**config.mk**
```make
export PLATFORM = sky130hd
export DESIGN_NAME = fetch_unit
export DESIGN_NICKNAME = d
export VERILOG_FILES = /design/src/rtl/fetch_unit.sv
export SDC_FILE = /design/constraint.sdc
export NUM_CORES = 1
export LEC_CHECK = 0
export ABC_AREA = 1
export BUFFER_PORTS_ARGS = -buffer_cell sky130_fd_sc_hd__buf_2
export CELL_PAD_IN_SITES_DETAIL_PLACEMENT = 0
export CELL_PAD_IN_SITES_GLOBAL_PLACEMENT = 1
export CORE_MARGIN = 2
export CORE_UTILIZATION = 41
export DETAILED_ROUTE_END_ITERATION = 6
export PLACE_DENSITY = 0.82
export SYNTH_ARGS = -nofsm -noshare
export SYNTH_HDL_FRONTEND = slang
export SYNTH_SLANG_ARGS = --single-unit
```
**constraint.sdc**
```tcl
create_clock -name clk -period 1.5 [get_ports clk]
set_input_delay 0.3 -clock clk [delete_from_list [all_inputs] [get_ports clk]]
set_output_delay 0.3 -clock clk [all_outputs]
set_load 0.05 [all_outputs]
```
**src/rtl/fetch_unit.sv**
```systemverilog
// Instruction fetch / decode-register stage for the 8-bit CPU.
// Holds the PC, drives a 1-cycle-latency instruction memory, registers the
// returned word into split fields, resolves JMP/BZ and stops on HALT.
module fetch_unit #(
    parameter int unsigned     PC_W     = 8,
    parameter logic [PC_W-1:0] RESET_PC = 8'h00,
    parameter logic [3:0]      OP_BZ    = 4'hD,
    parameter logic [3:0]      OP_JMP   = 4'hE,
    parameter logic [3:0]      OP_HALT  = 4'hF
) (
    input  logic            clk,
    input  logic            rst_n,
    input  logic            stall,
    input  logic            zero_flag,
    output logic [PC_W-1:0] imem_addr,
    output logic            imem_rd,
    input  logic [15:0]     imem_data,
    output logic            instr_vld,
    output logic [3:0]      Op,
    output logic [1:0]      Rs,
    output logic [1:0]      Rt,
    output logic [1:0]      Rd,
    output logic [7:0]      imm,
    output logic [PC_W-1:0] pc_out,
    output logic            halted
);

    typedef enum logic {StRun, StHalted} state_e;

    state_e          state_q;
    logic [PC_W-1:0] pc_q;
    logic            epoch_q;
    // Tag of the read issued last cycle: valid, epoch at issue, address.
    logic            fl_vld_q;
    logic            fl_epoch_q;
    logic [PC_W-1:0] fl_pc_q;
    // One-entry skid for a word that arrives while the decode register is stalled.
    logic            skid_vld_q;
    logic [15:0]     skid_data_q;
    logic [PC_W-1:0] skid_pc_q;
    logic [15:0]     ir_q;

    logic arrive;
    logic consume;
    logic take;
    logic do_halt;

    assign imem_addr = pc_q;
    assign Op        = ir_q[15:12];
    assign Rs        = ir_q[11:10];
    assign Rt        = ir_q[9:8];
    assign Rd        = ir_q[7:6];
    assign imm       = ir_q[7:0];

    // Read strobe, live-word detection and branch/halt resolution.
    always_comb begin
        imem_rd = (state_q == StRun) & ~stall & ~skid_vld_q;
        // A word from a read issued before a flush carries a stale epoch.
        arrive  = fl_vld_q & (fl_epoch_q == epoch_q) & (state_q == StRun);
        consume = instr_vld & ~stall;
        take    = consume & ((Op == OP_JMP) | ((Op == OP_BZ) & zero_flag));
        do_halt = consume & (Op == OP_HALT);
    end

    // PC, in-flight tag, skid, decode register and run/halt state.
    always_ff @(posedge clk or negedge rst_n) begin
        if (!rst_n) begin
            state_q     <= StRun;
            pc_q        <= RESET_PC;
            epoch_q     <= 1'b0;
            fl_vld_q    <= 1'b0;
            fl_epoch_q  <= 1'b0;
            fl_pc_q     <= '0;
            skid_vld_q  <= 1'b0;
            skid_data_q <= '0;
            skid_pc_q   <= '0;
            ir_q        <= '0;
            instr_vld   <= 1'b0;
            pc_out      <= '0;
            halted      <= 1'b0;
        end else begin
            fl_vld_q   <= imem_rd;
            fl_epoch_q <= epoch_q;
            fl_pc_q    <= pc_q;

            if (take) begin
                pc_q    <= PC_W'(imm);
                epoch_q <= ~epoch_q;
            end else if (imem_rd) begin
                pc_q <= pc_q + PC_W'(1);
            end

            if (state_q == StHalted) begin
                instr_vld <= 1'b0;
            end else if (do_halt) begin
                state_q    <= StHalted;
                halted     <= 1'b1;
                instr_vld  <= 1'b0;
                skid_vld_q <= 1'b0;
            end else if (take) begin
                // The word arriving now belongs to the fall-through path.
                instr_vld  <= 1'b0;
                skid_vld_q <= 1'b0;
            end else if (stall) begin
                if (arrive) begin
                    skid_vld_q  <= 1'b1;
                    skid_data_q <= imem_data;
                    skid_pc_q   <= fl_pc_q;
                end
            end else if (skid_vld_q) begin
                ir_q        <= skid_data_q;
                pc_out      <= skid_pc_q;
                instr_vld   <= 1'b1;
                skid_vld_q  <= arrive;
                skid_data_q <= imem_data;
                skid_pc_q   <= fl_pc_q;
            end else begin
                instr_vld <= arrive;
                if (arrive) begin
                    ir_q   <= imem_data;
                    pc_out <= fl_pc_q;
                end
            end
        end
    end

endmodule

```
==> reports/qor.csv, run 1 <==
stage;metric;value;unit
run_status;status;finished, violations left;
run_status;failing checks;negative setup slack;
placed_design;gpl congestion;0.8048;
synthesis;Mapped Area;3187;um^2
detailed_routing;vias per inst;4.591;
clocking;CTS Sinks;71;
pwr;Pwr per Cell Area;872.2;nW/um^2
die;I/O pin total;57;
detailed_routing;Post-Route WL;6866;um
pwr;Max rail drop VDD;625.6;uV
worst_setup_path;CP required;1.20;ns
detailed_routing;1st-pass router iterations;4;
layout;share of layout cells above drive strength 1;24.84;%
global_route;antenna violations before repair;0;
die;Die ar.;8493;um^2
detailed_routing;detailed-route via count;2612;
timing;Tmin final;1.512;ns
placed_design;Cell Area, Placed;3656;um^2
pwr;Comb power frac;3.8;%
synthesis;Synth Net Count;408;
worst_setup_path;worst r2r src;ir_q[14]$_DFFE_PN0P_;
worst_setup_path;startpoint types;flip-flop;
clocking;CTS Buf Count;9;
worst_hold_path;hold path depth;3;
timing;setup_tns;-0.01250;ns
timing;Max Slew Vio Count;0;
timing;Final Hold Viols;0;
global_route;M1 GR Usage;22.85;%
worst_setup_path;Setup crit end kind;primary output;
global_route;GRT Overall Usage;17.96;%
run;Max-Cap Viols;0;
synthesis;Syn Inst Count;387;
placed_design;Port Buffers;56;
synthesis;area leader, netlist;dfrtp_1;
layout;Filler Cell Count;774;
worst_setup_path;CP Max Fanout;2;
timing;worst slew pin tran;0.4193;ns
timing;Setup violations, final;1;
clocking;Worst-Skew Late Latency;0.35;ns
worst_setup_path;Setup Crit Path Kind;flip-flop to primary output;
die;Die Y;92.16;um
global_route;largest net degree at the start of global routing;43;
worst_setup_path;R2R setup slack;0.06;ns
pwr;sequential power share;57.0;%
global_route;number of global-route vias before repair;2548;
pwr;Int Pwr;2.594;mW
timing;achievable clock frequency;0.6612;GHz
global_route;first-pass GRT wire length;11940;um
die;initial core utilization;41.67;%
synthesis;YS warnings;0;
pwr;Switch Pwr;0.8501;mW
placed_design;placed cell count;544;
layout;fin cells;569;
clocking;Clock Path Buffers;2;
global_route;grt total ovfl;0;
timing;Clock Skews;0.01310;ns
die;core region area;7647;um^2
layout;Seq. cell area;1780;um^2
clocking;Worst-path clk slew;0.08;ns
synthesis;Unique masters post-synth;23;
placed_design;dpl hpwl;4666;um
die;row cnt;32;
detailed_routing;antenna-violating nets left;0;
timing;worst setup margin;-0.01250;ns
synthesis;Mean Syn Cell Area;8.235;um^2
synthesis;top post-synthesis cells by area;dfrtp_1 56%, nand2_1 19%, o21ai_0 6.6%;
pwr;Static Leakage;2.156;nW
worst_hold_path;Worst Hold Endpoint;skid_data_q[10]$_DFFE_PN0P_;
global_route;Most Used Layer, Global Route;met2;
worst_setup_path;Arr. time, crit path;1.21;ns
global_route;met3 usage;4.766;%
worst_setup_path;cell count of the worst reg-to-reg path;7;
worst_hold_path;worst min-delay path class;input pin to flip-flop;
worst_setup_path;reg2reg end;imem_addr[2]$_DFFE_PN0P_;
detailed_routing;initial DRC count;118;
global_route;M2 GR Usage;29.47;%
pwr;Sw Ratio;24.68;%
pwr;Overall Power;3.444;mW
layout;Multi-input gate area;1165;um^2
layout;post-route design area;3949;um^2
pwr;Clock power frac;39.3;%
timing;RSZ-0062 raised after global routing;true;
layout;nets@finish;483;
layout;ant diodes;0;
clocking;CTS root buf;clkbuf_8;
layout;Area Overhead vs Synth;23.91;%
synthesis;Seq cells post-synth;71;
worst_hold_path;startpoint of the worst hold path;imem_data[10];
detailed_routing;routed len/inst;12.07;um
detailed_routing;# DRC;0;
die;Die Wd;92.16;um
timing;Tcrit/Tclk final;100.8;%
clocking;CTS tree;yes;
synthesis;register area share after synthesis;55.75;%
timing;worst rel slew slack;72.04;%
clocking;htree depth;3;
synthesis;Synth top area share;55.75;%
==> worst max-delay path: stages, from the launching register on <==
cell,delay [ns]
dfrtp_1,0.40
nor2_2,0.12
nand2_2,0.10
inv_4,0.09
buf_8,0.15
==> worst max path at each step <==
stage / from / end / slack (ns) / cells past startpoint
floorplan: imem_addr[0]$_DFFE_PN0P_ / imem_addr[6]$_DFFE_PN0P_ / 0.02 / 6
global placement: stall / pc_out[2]$_DFFE_PN0P_ / -0.02 / 9
detailed placement: state_q$_DFF_PN0_ / ir_q[5]$_DFFE_PN0P_ / -0.06 / 7
CTS: state_q$_DFF_PN0_ / imem_rd / -0.04 / 4
global route: skid_vld_q$_DFFE_PN0P_ / imem_rd / -0.06 / 4
finish: skid_vld_q$_DFFE_PN0P_ / imem_rd / -0.01 / 4
==> through the flow <==
| step | worst slack [ns] | hold WS (ns) | utilization, % |
|---|---|---|---|
| CTS | -0.03726 | 0.1903 | 50.69 |
| detailed placement | -0.06414 | 0.2730 | 47.81 |
| global placement | -0.01557 | 0.2690 | 47.81 |
| finish | -0.01250 | 0.2014 | 51.64 |
| global route | -0.06413 | 0.2143 | 51.64 |
| floorplan | 0.01844 | 0.004409 | - |
==> logic make-up (layout without fill, tap and decap cells) <==
group           count (synthesis)  in the layout  synth area share, %
xor+xnor                        4              4                1.100
buf+inv                        59            138                8.559
flops                          71             71                55.75
compound gates                 50             50                7.931
fa+ha+maj                       1              1               0.3926
simple gates                  202            203                26.27
==> cells in the mapped netlist (all sizes together) <==
master / instances
dfrtp: 71
inv: 42
nand4: 1
xor2: 2
clkbuf: 5
or2: 1
o21ai: 49
ha: 1
nand2: 168
nand3: 22
nand3b: 2
nor2: 8
buf: 12
o21bai: 1
xnor2: 2
==> area by class of cell <==
class | instances | share of cell area (%)
repair buffers | 80 | 13.62
clock inverters | 7 | 1.267
well taps | 102 | 3.232
flip-flops and latches | 71 | 45.09
inverters | 42 | 4.151
multi-input cells | 258 | 29.50
clock buffers | 9 | 3.137
==> layout by cell type (no fill, tap or decap), types with 4 or more instances in the layout <==
cell type	instances
nand3_1	19
clkinvlp_4	4
nand2_2	5
clkbuf_8	9
o21ai_0	42
buf_4	19
buf_2	54
nand2_1	163
buf_12	5
nor2_1	5
o21ai_1	7
inv_1	38
dfrtp_1	68
==> layer usage <==
layer / wire (um) / up-vias
met3: 282 / 12
met5: 0 / -
met4: 147 / 0
met2: 3256 / 67
met1: 3179 / 1192
li1: - / 1341
==> state kept, by name, summed over array words and instances (netlist names) <==
signal and flops:
fl_pc_q 8, pc_out 8, fl_epoch_q 1, skid_data_q 16
skid_pc_q 8, ir_q 16, fl_vld_q 1, instr_vld 1
state_q 1, imem_addr 8, skid_vld_q 1, epoch_q 1
halted 1
==> power by group through the flow <==
stage,clock network [mW],logic [mW],registers [mW]
after floorplan,0,0.0469,2.00
after global placement,0,0.128,2.00
after detailed placement,0,0.131,2.00
after CTS,1.40,0.134,1.96
after global routing,1.47,0.157,1.96
final,1.35,0.129,1.96
==> what timing repair did <==
action,in CTS,in global routing
gates resized for setup,8,3
hold buffers,1,0
cloned,1,0
pin swaps,0,4
endpoints found under the setup margin,25,27
setup buffers,1,6
endpoints found under the hold margin,29,0
No activity file was read; power rests on OpenSTA's default activity.
==> run 2, diff against run 1 <==
- CORE_ASPECT_RATIO: default -> 2
==> run 2 against run 1 <==
Net effect: the flow now finishes without violations; sequential share of layout area shrank 0.71 points; non-clock buffer count shrank 5; cell area grew 1.7%; via count grew 0.77%; global-route usage grew 1.1 points; count of clock-buffer cells in the layout is the same; hold slack gained 0.019 ns; critical endpoint unchanged; highest routed layer unchanged.
==> reports/qor.csv, run 2 (same netlist as run 1, synthesis figures left out) <==
stage;metric;value;unit
run_status;status;completed;
pwr;Static Leakage;2.193;nW
die;Die ar.;8537;um^2
detailed_routing;Post-Route WL;7199;um
worst_setup_path;Setup Crit Path Kind;flip-flop to primary output;
global_route;largest net degree at the start of global routing;72;
detailed_routing;# DRC;0;
placed_design;dpl hpwl;5000;um
clocking;Worst-Skew Late Latency;0.33;ns
die;core region area;7545;um^2
timing;Tmin final;1.493;ns
worst_setup_path;Arr. time, crit path;1.19;ns
timing;hold_ws;0.2208;ns
detailed_routing;antenna-violating nets left;0;
clocking;CTS root buf;clkbuf_16;
global_route;antenna violations before repair;0;
timing;Final Hold Viols;0;
clocking;CTS Sinks;71;
timing;achievable clock frequency;0.6699;GHz
global_route;grt total ovfl;0;
timing;worst slew pin tran;0.4455;ns
detailed_routing;vias per inst;4.742;
layout;most frequent cells in the layout;163 x nand2_1, 67 x dfrtp_1, 54 x buf_2, 42 x o21ai_0, 39 x inv_1;
die;Die Y;128.7;um
layout;ant diodes;0;
timing;worst rel slew slack;70.30;%
timing;RSZ-0062 raised after global routing;true;
timing;worst setup margin;0.007157;ns
detailed_routing;detailed-route via count;2632;
layout;commonest non-fill, non-tap cell in the layout;nand2_1;
timing;setup_tns;0;ns
clocking;Clock Path Buffers;2;
pwr;Max rail drop VDD;755.4;uV
worst_setup_path;CP Max Fanout;2;
layout;final core area utilization;53.22;%
placed_design;Post-Place Worst Slack;0.007940;ns
die;initial core utilization;42.24;%
layout;nets@finish;477;
worst_hold_path;worst min-delay path class;input pin to flip-flop;
timing;Setup violations, final;0;
run;Max-Cap Viols;0;
timing;Tcrit/Tclk final;99.52;%
layout;fin cells;555;
worst_setup_path;startpoint types;flip-flop;
global_route;GRT Overall Usage;19.08;%
clocking;CTS Buf Count;9;
clocking;CTS tree;yes;
layout;Area Overhead vs Synth;25.99;%
placed_design;Port Buffers;56;
detailed_routing;initial DRC count;140;
detailed_routing;routed len/inst;12.97;um
clocking;Worst-path clk slew;0.06;ns
pwr;Pwr per Cell Area;1093;nW/um^2
timing;Max Slew Vio Count;0;
detailed_routing;1st-pass router iterations;4;
die;I/O pin total;57;
global_route;number of global-route vias before repair;2529;
global_route;first-pass GRT wire length;12120;um
worst_setup_path;CP required;1.20;ns
timing;Clock Skews;0.006828;ns
layout;share of layout cells above drive strength 1;23.86;%
placed_design;gpl congestion;0.8349;
clocking;htree depth;3;
placed_design;placed cell count;534;
die;row cnt;45;
layout;largest registers;ir_q x16, skid_data_q x16;
die;Die Wd;66.34;um
worst_setup_path;Setup crit end kind;primary output;
run 2: cell types whose count changed in the layout (fill, tap and decap cells not counted), moves of 2 or more:
cell,before,now
buf_12,5,3
bufinv_16,0,2
clkinvlp_4,4,2
buf_4,19,16
clkbuf_16,0,9
clkbuf_8,9,0
run 2: worst paths after layout:
path,start,endpoint,slack (ns),cells past startpoint
worst max-delay path,skid_vld_q$_DFFE_PN0P_,imem_rd,0.007,4
worst min-delay path,imem_data[3],skid_data_q[3]$_DFFE_PN0P_,0.22,3
worst max register to register,skid_vld_q$_DFFE_PN0P_,skid_pc_q[6]$_DFFE_PN0P_,0.10,8
worst min register to register,epoch_q$_DFFE_PN0P_,fl_epoch_q$_DFF_PN0_,0.40,0
max in group asynchronous,rst_n,instr_vld$_DFFE_PN0P_,0.66,3
min in group asynchronous,rst_n,skid_pc_q[4]$_DFFE_PN0P_,0.52,3
run 2: cell type report:
cell class                      instances  area (um^2)
Clock buffer                            9        225.2
Timing Repair Buffer                   75        475.5
Tap cell                               94        117.6
Clock inverter                          7        97.59
Fill cell                             749         3530
Sequential cell                        71         1782
Inverter                               42        160.2
Multi-Input combinational cell        257         1157
run 2: critical path, cell delays in order (launching register included):
cell and delay, ns:
dfrtp_1 0.39, nor2_2 0.15, nand2_2 0.09, inv_4 0.08, buf_8 0.14
run 2: power by group:
part | total, mW | internal, mW | switching (mW)
sequential | 1.97 | 1.95 | 0.0168
clock | 2.29 | 1.46 | 0.832
combinational | 0.132 | 0.0527 | 0.0793
run 2: per-layer routing:
layer	vias to the layer above	GRT usage, %	part of all wire [%]
li1	1332	-	-
met1	1236	22.00	39
met2	53	32.88	55
met3	11	4.371	3.6
met5	-	0	0
met4	0	8.764	2.1
run 2: what timing repair did:
action,CTS,global route
endpoints found under the setup margin,1,32
setup buffers,2,2
hold buffers,1,0
resized for setup,6,5
pin swaps,1,3
cloned,0,0
hold endpoints to repair,71,0
run 2: stage by stage:
step                      total power, mW  cell area [um^2]
after floorplan                     2.043              3191
after global placement              2.127              3618
after detailed placement            2.130              3618
after CTS                           4.439              3984
after global routing                4.545              4015
final                               4.387              4015
